**config.mk**
```make
export PLATFORM = sky130hd
export DESIGN_NAME = dmem_arbiter
export DESIGN_NICKNAME = d
export VERILOG_FILES = /design/src/rtl/dmem_arb_pkg.sv /design/src/rtl/arb_starve_counter.sv /design/src/rtl/dmem_arbiter.sv
export SDC_FILE = /design/constraint.sdc
export NUM_CORES = 1
export LEC_CHECK = 0
export ABC_AREA = 1
export ABC_CLOCK_PERIOD_IN_PS = 3000
export CAP_MARGIN = 20
export CORE_AREA = 4 4 80 82
export CTS_CLUSTER_SIZE = 28
export DETAILED_ROUTE_END_ITERATION = 8
export DIE_AREA = 0 0 84 86
export HOLD_SLACK_MARGIN = 0.03
export PLACE_DENSITY_LB_ADDON = 0.15
export SETUP_SLACK_MARGIN = 0.1
export SKIP_LAST_GASP = 1
export SYNTH_ARGS = -nofsm -noshare
export SYNTH_HDL_FRONTEND = slang
export SYNTH_HIERARCHICAL = 1
export SYNTH_SLANG_ARGS = --single-unit
```
**constraint.sdc**
```tcl
create_clock -name clock -period 3 [get_ports clock]
set_input_delay 0.3 -clock clock [delete_from_list [all_inputs] [get_ports clock]]
set_output_delay 0.3 -clock clock [all_outputs]
set_load 0.01 [all_outputs]
```
**src/rtl/dmem_arb_pkg.sv**
```systemverilog
// Shared types and defaults for the data-memory arbiter.
package dmem_arb_pkg;

  localparam int unsigned DEFAULT_ADDR_W       = 14;
  localparam int unsigned DEFAULT_DATA_W       = 32;
  localparam int unsigned DEFAULT_MAX_LD_BURST = 8;

  typedef enum logic {
    ST_IDLE   = 1'b0,
    ST_CPU_RD = 1'b1
  } arb_state_e;

endpackage

```
**src/rtl/arb_starve_counter.sv**
```systemverilog
// Saturating count of loader grants taken while the CPU is waiting.
module arb_starve_counter
  import dmem_arb_pkg::*;
#(
  parameter int unsigned MAX_LD_BURST = DEFAULT_MAX_LD_BURST
) (
  input  logic clock,
  input  logic reset,
  input  logic inc,
  input  logic clr,
  output logic sat
);

  localparam int unsigned CNT_W = (MAX_LD_BURST > 0) ? $clog2(MAX_LD_BURST + 1) : 1;

  logic [CNT_W-1:0] cnt_q;
  logic [CNT_W-1:0] cnt_d;

  assign sat = (cnt_q >= CNT_W'(MAX_LD_BURST));

  always_comb begin
    cnt_d = cnt_q;
    if (clr) begin
      cnt_d = '0;
    end else if (inc && !sat) begin
      cnt_d = cnt_q + CNT_W'(1);
    end
  end

  always_ff @(posedge clock) begin
    if (reset) begin
      cnt_q <= '0;
    end else begin
      cnt_q <= cnt_d;
    end
  end

endmodule

```
**src/rtl/dmem_arbiter.sv**
```systemverilog
// Shares the single-port data BRAM between the CPU load/store path and the
// UART loader; stalls the CPU for its two-cycle reads and bounds loader bursts.
module dmem_arbiter
  import dmem_arb_pkg::*;
#(
  parameter int unsigned ADDR_W       = DEFAULT_ADDR_W,
  parameter int unsigned DATA_W       = DEFAULT_DATA_W,
  parameter int unsigned MAX_LD_BURST = DEFAULT_MAX_LD_BURST
) (
  input  logic              clock,
  input  logic              reset,
  input  logic              cpu_req,
  input  logic              cpu_we,
  input  logic [ADDR_W-1:0] cpu_addr,
  input  logic [DATA_W-1:0] cpu_wdata,
  output logic [DATA_W-1:0] cpu_rdata,
  output logic              cpu_stall,
  input  logic              ld_req,
  input  logic [ADDR_W-1:0] ld_addr,
  input  logic [DATA_W-1:0] ld_wdata,
  output logic              ld_ack,
  output logic              mem_en,
  output logic              mem_we,
  output logic [ADDR_W-1:0] mem_addr,
  output logic [DATA_W-1:0] mem_wdata,
  input  logic [DATA_W-1:0] mem_rdata
);

  arb_state_e state_q;
  arb_state_e state_d;
  logic       cnt_inc;
  logic       cnt_clr;
  logic       starve_sat;

  arb_starve_counter #(
    .MAX_LD_BURST (MAX_LD_BURST)
  ) u_starve_counter (
    .clock (clock),
    .reset (reset),
    .inc   (cnt_inc),
    .clr   (cnt_clr),
    .sat   (starve_sat)
  );

  // Outputs are decoded combinationally; reset forces every output quiet.
  always_comb begin
    state_d   = state_q;
    mem_en    = 1'b0;
    mem_we    = 1'b0;
    mem_addr  = cpu_addr;
    mem_wdata = cpu_wdata;
    ld_ack    = 1'b0;
    cpu_stall = 1'b0;
    cpu_rdata = '0;
    cnt_inc   = 1'b0;
    cnt_clr   = !cpu_req;

    if (!reset) begin
      unique case (state_q)
        ST_IDLE: begin
          if (ld_req && !starve_sat) begin
            mem_en    = 1'b1;
            mem_we    = 1'b1;
            mem_addr  = ld_addr;
            mem_wdata = ld_wdata;
            ld_ack    = 1'b1;
            cpu_stall = cpu_req;
            cnt_inc   = cpu_req;
          end else if (cpu_req) begin
            mem_en  = 1'b1;
            mem_we  = cpu_we;
            cnt_clr = 1'b1;
            if (!cpu_we) begin
              cpu_stall = 1'b1;
              state_d   = ST_CPU_RD;
            end
          end
        end
        ST_CPU_RD: begin
          // Read data returns now; the CPU still holds cpu_req but is not re-served.
          cpu_rdata = mem_rdata;
          state_d   = ST_IDLE;
        end
        default: state_d = ST_IDLE;
      endcase
    end
  end

  always_ff @(posedge clock) begin
    if (reset) begin
      state_q <= ST_IDLE;
    end else begin
      state_q <= state_d;
    end
  end

endmodule

```
# ---- Yosys cells after proc, flatten, opt, wreduce, memory -nomap -nowiden
# Index checks and enable logic that the tools add are counted.
dict set report totals {
  ff_bits 5
  input_bits 129
  output_inout_bits 82
  wordCells 43
}
dict set report op_classes {
  n_addsub 1
  n_lt_le_gt_ge 1
  mux 33
  bitwise_logic 1
  n_reduce_logical 5
}
# op n
set op_table {}
lappend op_table {{32-bit 2-to-1 mux} 5}
lappend op_table {{14-bit 2-to-1 mux} 3}
lappend op_table {{1-bit 2-to-1 mux} 24}
lappend op_table {{4-bit by 1-bit adder with 4-bit output, second input constant} 1}
lappend op_table {{4-bit >= comparator, second input constant} 1}
lappend op_table {{1-bit logical AND} 2}
lappend op_table {{1-bit zero test} 2}
lappend op_table {{1-bit case mux with 2 select lines} 1}
lappend op_table {{2-bit OR reduction} 1}
lappend op_table {{1-bit inverter} 1}

# ---- Depth between registers and ports, before layout
dict set report logic_depth {
  depth_word 7
  ltp_mapped 10
  depth_no_buf 9
}

# ---- Modules after synthesis
# Netlist, hierarchy kept.
# mod n_inst cells_per_inst area_each_um2 seq_area_each_um2
set modules_own_cells {}
lappend modules_own_cells {dmem_arbiter 1 244 1053.5 20.0}
lappend modules_own_cells {arb_starve_counter 1 31 211.5 80.1}

# ---- Least setup slack after synthesis
# No wires, ideal clock.
dict set report synth_timing {
  kind {input-to-reg}
  start {input reset}
  end {register u_starve_counter.cnt_q[2]}
  setup_ps 110
  arrival_time_ps 1316
  t_required_ps 2890
  path_slack_ps 1575
  path_stages 10
  path_buffers 2
  path_cell_list {buf_2 nor2_4 nand2_1 buf_2 nor2_1 inv_2 nor2_2 nand3_1 nand2_1 nor2_1}
}
dict set report synth_via {
  elab_chain_cells 2
  word_cells_on_any_way 4
  cone_classes {mux: 2; reduce/logical: 2}
}
# element line_no
set synth_rtl {}
lappend synth_rtl {{from (decl)} dmem_arbiter.sv:11} ;# input logic reset,
lappend synth_rtl {{1-bit 2-to-1 mux} dmem_arbiter.sv:58} ;# if (!reset) begin
lappend synth_rtl {{net cnt_inc} dmem_arbiter.sv:31} ;# logic cnt_inc;
lappend synth_rtl {{1-bit logical AND} arb_starve_counter.sv:25} ;# end else if (inc && !sat) begin
lappend synth_rtl {{to (signal assigned)} arb_starve_counter.sv:34} ;# cnt_q <= cnt_d;
lappend synth_rtl {{to (decl)} arb_starve_counter.sv:16} ;# logic [CNT_W-1:0] cnt_q;
# The timed path passes the listed nets, and every way through them passes these cells.
# A chain may end at the register's enable or synchronous reset.

# ---- Final worst setup path
dict set report layout_timing {
  start {input reset}
  end {output cpu_stall}
}
dict set report layout_via {
  elab_chain_cells 1
}
# element line_no
set layout_rtl {}
lappend layout_rtl {{1-bit 2-to-1 mux} dmem_arbiter.sv:58}
lappend layout_rtl {{to (decl)} dmem_arbiter.sv:17} ;# output logic cpu_stall,
# Every way passes these cells.

==> results.md <==
* Outcome: finished clean
* Highest Clock Rate at 0.398 GHz
* Top post-synthesis cells by area: sky130_fd_sc_hd__nand2_1, sky130_fd_sc_hd__nand3_1, sky130_fd_sc_hd__nor2_1, sky130_fd_sc_hd__dfxtp_1, sky130_fd_sc_hd__buf_2
* Critical path required time at 2.70 ns
* Number of max-cap violations at 0
* Static leakage at 1.49 nW
* Tightest Pin Transition at 0.476 ns
* Count of nets left with antenna violations after detail routing at 0
* Sum of negative setup slack at 0 ns
* Most common library cell in the layout ignoring fill and taps: sky130_fd_sc_hd__clkdlybuf4s50_1
* Quantity of hold-fixing buffers added after cts at 0
* Total count of hold-check failures in the final report at 0
* Vias in the first global route at 2218
* Library cell with the largest summed area after synthesis: sky130_fd_sc_hd__nand2_1
* Total power density per cell area at 186 mW/mm^2
* Distinct cell type count of the synthesized netlist at 17
* Die Footprint at 0.00722 mm^2
* Via-per-instance ratio at 4.33
* Worst endpoint data arrival time at 2.21 ns
* Pin count of the biggest net entering global routing at 51
* Final layout net count at 602
* Period Utilization, post-route at 83.7%
* Number of buffers created by CTS at 3
* Number of ports placed on the die boundary at 211
* Clock share of power at 19.9%
* Launch point of the worst hold path: u_starve_counter/cnt_q[0]
* Synth-to-Final Area Change at 170%
* Worst slew margin at 68.3%
* Syn_area_per_cell at 4.60 um^2
* DPL Wire Length at 5.96 mm
* Commonest non-fill, non-tap cells in the layout: sky130_fd_sc_hd__clkdlybuf4s50_1, sky130_fd_sc_hd__nand2_1, sky130_fd_sc_hd__nand3_1
* Initial drt markers at 92
* Post-layout min period at 2.51 ns
* Initial standard-cell utilization of the core at 22.0%
* Area share of the leading cell type in the synthesized netlist at 40.1%
* Antenna fix cells at 0
* Highest net fanout along the worst path at 48
* Worst setup path startpoint: reset
* Synthesized netlist cell count at 275
* Design internal power at 0.439 mW
* CTS tree: built
* Clock skew after layout at 0.000667 ns
* Horizontal die dimension at 84 um
* Peak supply drop at 0.225 mV
* Sequential fraction of design power at 10.8%
* Layout cell share with drive strength beyond 1 at 2.55%
* HP Class: reg -> reg
* Detailed-route wire length per cell at 13.5 um
* Combinational cell fraction of total power at 69.3%
* Clock-pin transition on the worst setup and hold timing paths at 0.04 ns
* Final weighted congestion in routability-driven placement at 0.847
* Sum of routed wire length over all layers at 7.34 mm
* Unrepaired setup endpoints after global routing: no
* Crit path launch type: input port
* Longest Clk Path Bufs at 2
* Total track usage at 18.9%
* Remaining global-route overflow at 0
* Syn Nets at 406
* IO buf count at 210
* Initial antenna violation count at 0
* CP Class: in -> out
* Core area at 0.00575 mm^2
* Fill count at 561
* Fraction of power spent switching nets at 30.9%
* Post-synthesis instance area at 0.00126 mm^2
* Final Hold Slack at 0.521 ns
* Clock insertion delay at the later pin of the skew report at 0.22 ns
* Number of warnings reported in the yosys synthesis log at 6
* Global-route wire length before repair at 11.1 mm
* Number of slew-limit violations in the final report at 0
* Number of gates given a new drive strength after cts at 0
* CP Capture Type: output port
* End-of-flow core utilization at 59.4%
* Site row count at 28
* R2r startpoint: u_starve_counter/cnt_q[3]
* P_sw at 0.196 mW
* Drt first pass iters at 4
* CTS sink count at 5
* Share of the yosys chip area belonging to registers at 7.91%
* Chip height at 86 um
* Flop and latch count out of synthesis at 5
* Post-CTS setup repair buffer count at 0
* Vias after detailed routing at 2360
* Root Buffer: sky130_fd_sc_hd__clkbuf_8
* Post-route DRC violation count at 0
* H-tree depth at 1
* Finish-stage setup viols at 0
==> final timing paths <==
path | to | slack (ns) | cells after the start
max reg2reg | u_starve_counter/cnt_q[2] | 1.54 | 9
min | u_starve_counter/cnt_q[0] | 0.52 | 2
max | cpu_stall | 0.49 | 6
min reg2reg | u_starve_counter/cnt_q[0] | 0.52 | 2
==> registers in the layout, indices dropped and copies added (netlist names) <==
name,flops
u_starve_counter/cnt_q,4
state_q,1
==> kinds of logic (layout without fill, tap and decap cells) <==
logic type | Yosys count | after routing | synth area share (%)
AO/OA/AOI/OAI | 5 | 5 | 2.18
adder cells (fa/ha/maj) | 2 | 2 | 1.98
buffers and inverters | 36 | 231 | 14.9
flip-flops | 5 | 5 | 7.91
AND/OR/NAND/NOR | 227 | 227 | 73.0
==> cell type report <==
cell class,count,area [um^2],area share [%]
Timing Repair Buffer,215,2150,63.0
Multi-Input combinational cell,234,978,28.7
Sequential cell,5,100,2.93
Tap cell,75,93.8,2.75
Clock buffer,4,45.0,1.32
Inverter,12,45.0,1.32
==> power by group through the flow <==
stage	registers, mW	clock network [mW]	logic, mW
detailed placement	0.0696	0	0.444
global placement	0.0696	0	0.440
floorplan	0.0691	0	0.143
CTS	0.0686	0.132	0.445
finish	0.0686	0.127	0.440
global route	0.0686	0.137	0.474
==> synthesized netlist by cell type <==
library cell / n
sky130_fd_sc_hd__o21bai_1: 1
sky130_fd_sc_hd__inv_1: 11
sky130_fd_sc_hd__dfxtp_1: 5
sky130_fd_sc_hd__buf_4: 4
sky130_fd_sc_hd__nor2_2: 1
sky130_fd_sc_hd__buf_2: 13
sky130_fd_sc_hd__ha_1: 2
sky130_fd_sc_hd__o21ai_1: 1
sky130_fd_sc_hd__nor2_4: 1
sky130_fd_sc_hd__o21ai_0: 2
sky130_fd_sc_hd__nand3_1: 49
sky130_fd_sc_hd__buf_6: 3
sky130_fd_sc_hd__a21oi_1: 1
sky130_fd_sc_hd__inv_2: 1
sky130_fd_sc_hd__nand2_1: 135
sky130_fd_sc_hd__clkbuf_1: 4
sky130_fd_sc_hd__nor2_1: 41
==> worst max-delay path: stages <==
cell                              delay, ns
sky130_fd_sc_hd__clkdlybuf4s50_1       0.46
sky130_fd_sc_hd__nor2_4                0.13
sky130_fd_sc_hd__buf_4                 0.41
sky130_fd_sc_hd__nand2_1               0.17
sky130_fd_sc_hd__a21oi_1               0.16
sky130_fd_sc_hd__clkdlybuf4s50_1       0.56
==> stage by stage <==
stage	power [mW]	worst slack, ns	std cells	instance area (um^2)
after floorplan	0.212	1.57	275	1260
after global placement	0.510	0.502	541	3370
after detailed placement	0.513	0.469	541	3370
after CTS	0.646	0.450	545	3410
after global routing	0.680	0.315	545	3410
final	0.635	0.490	545	3410
==> layer usage <==
metal	wire, um	part of all wire (%)	up-vias	GRT usage (%)
li1	-	-	1235	-
met1	2920	40	1007	21.2
met2	3660	50	114	35.5
met3	732	10	4	6.05
met4	32	0.44	0	2.63
met5	0	0	-	0
Note: power is estimated with default switching activity, not from simulation.
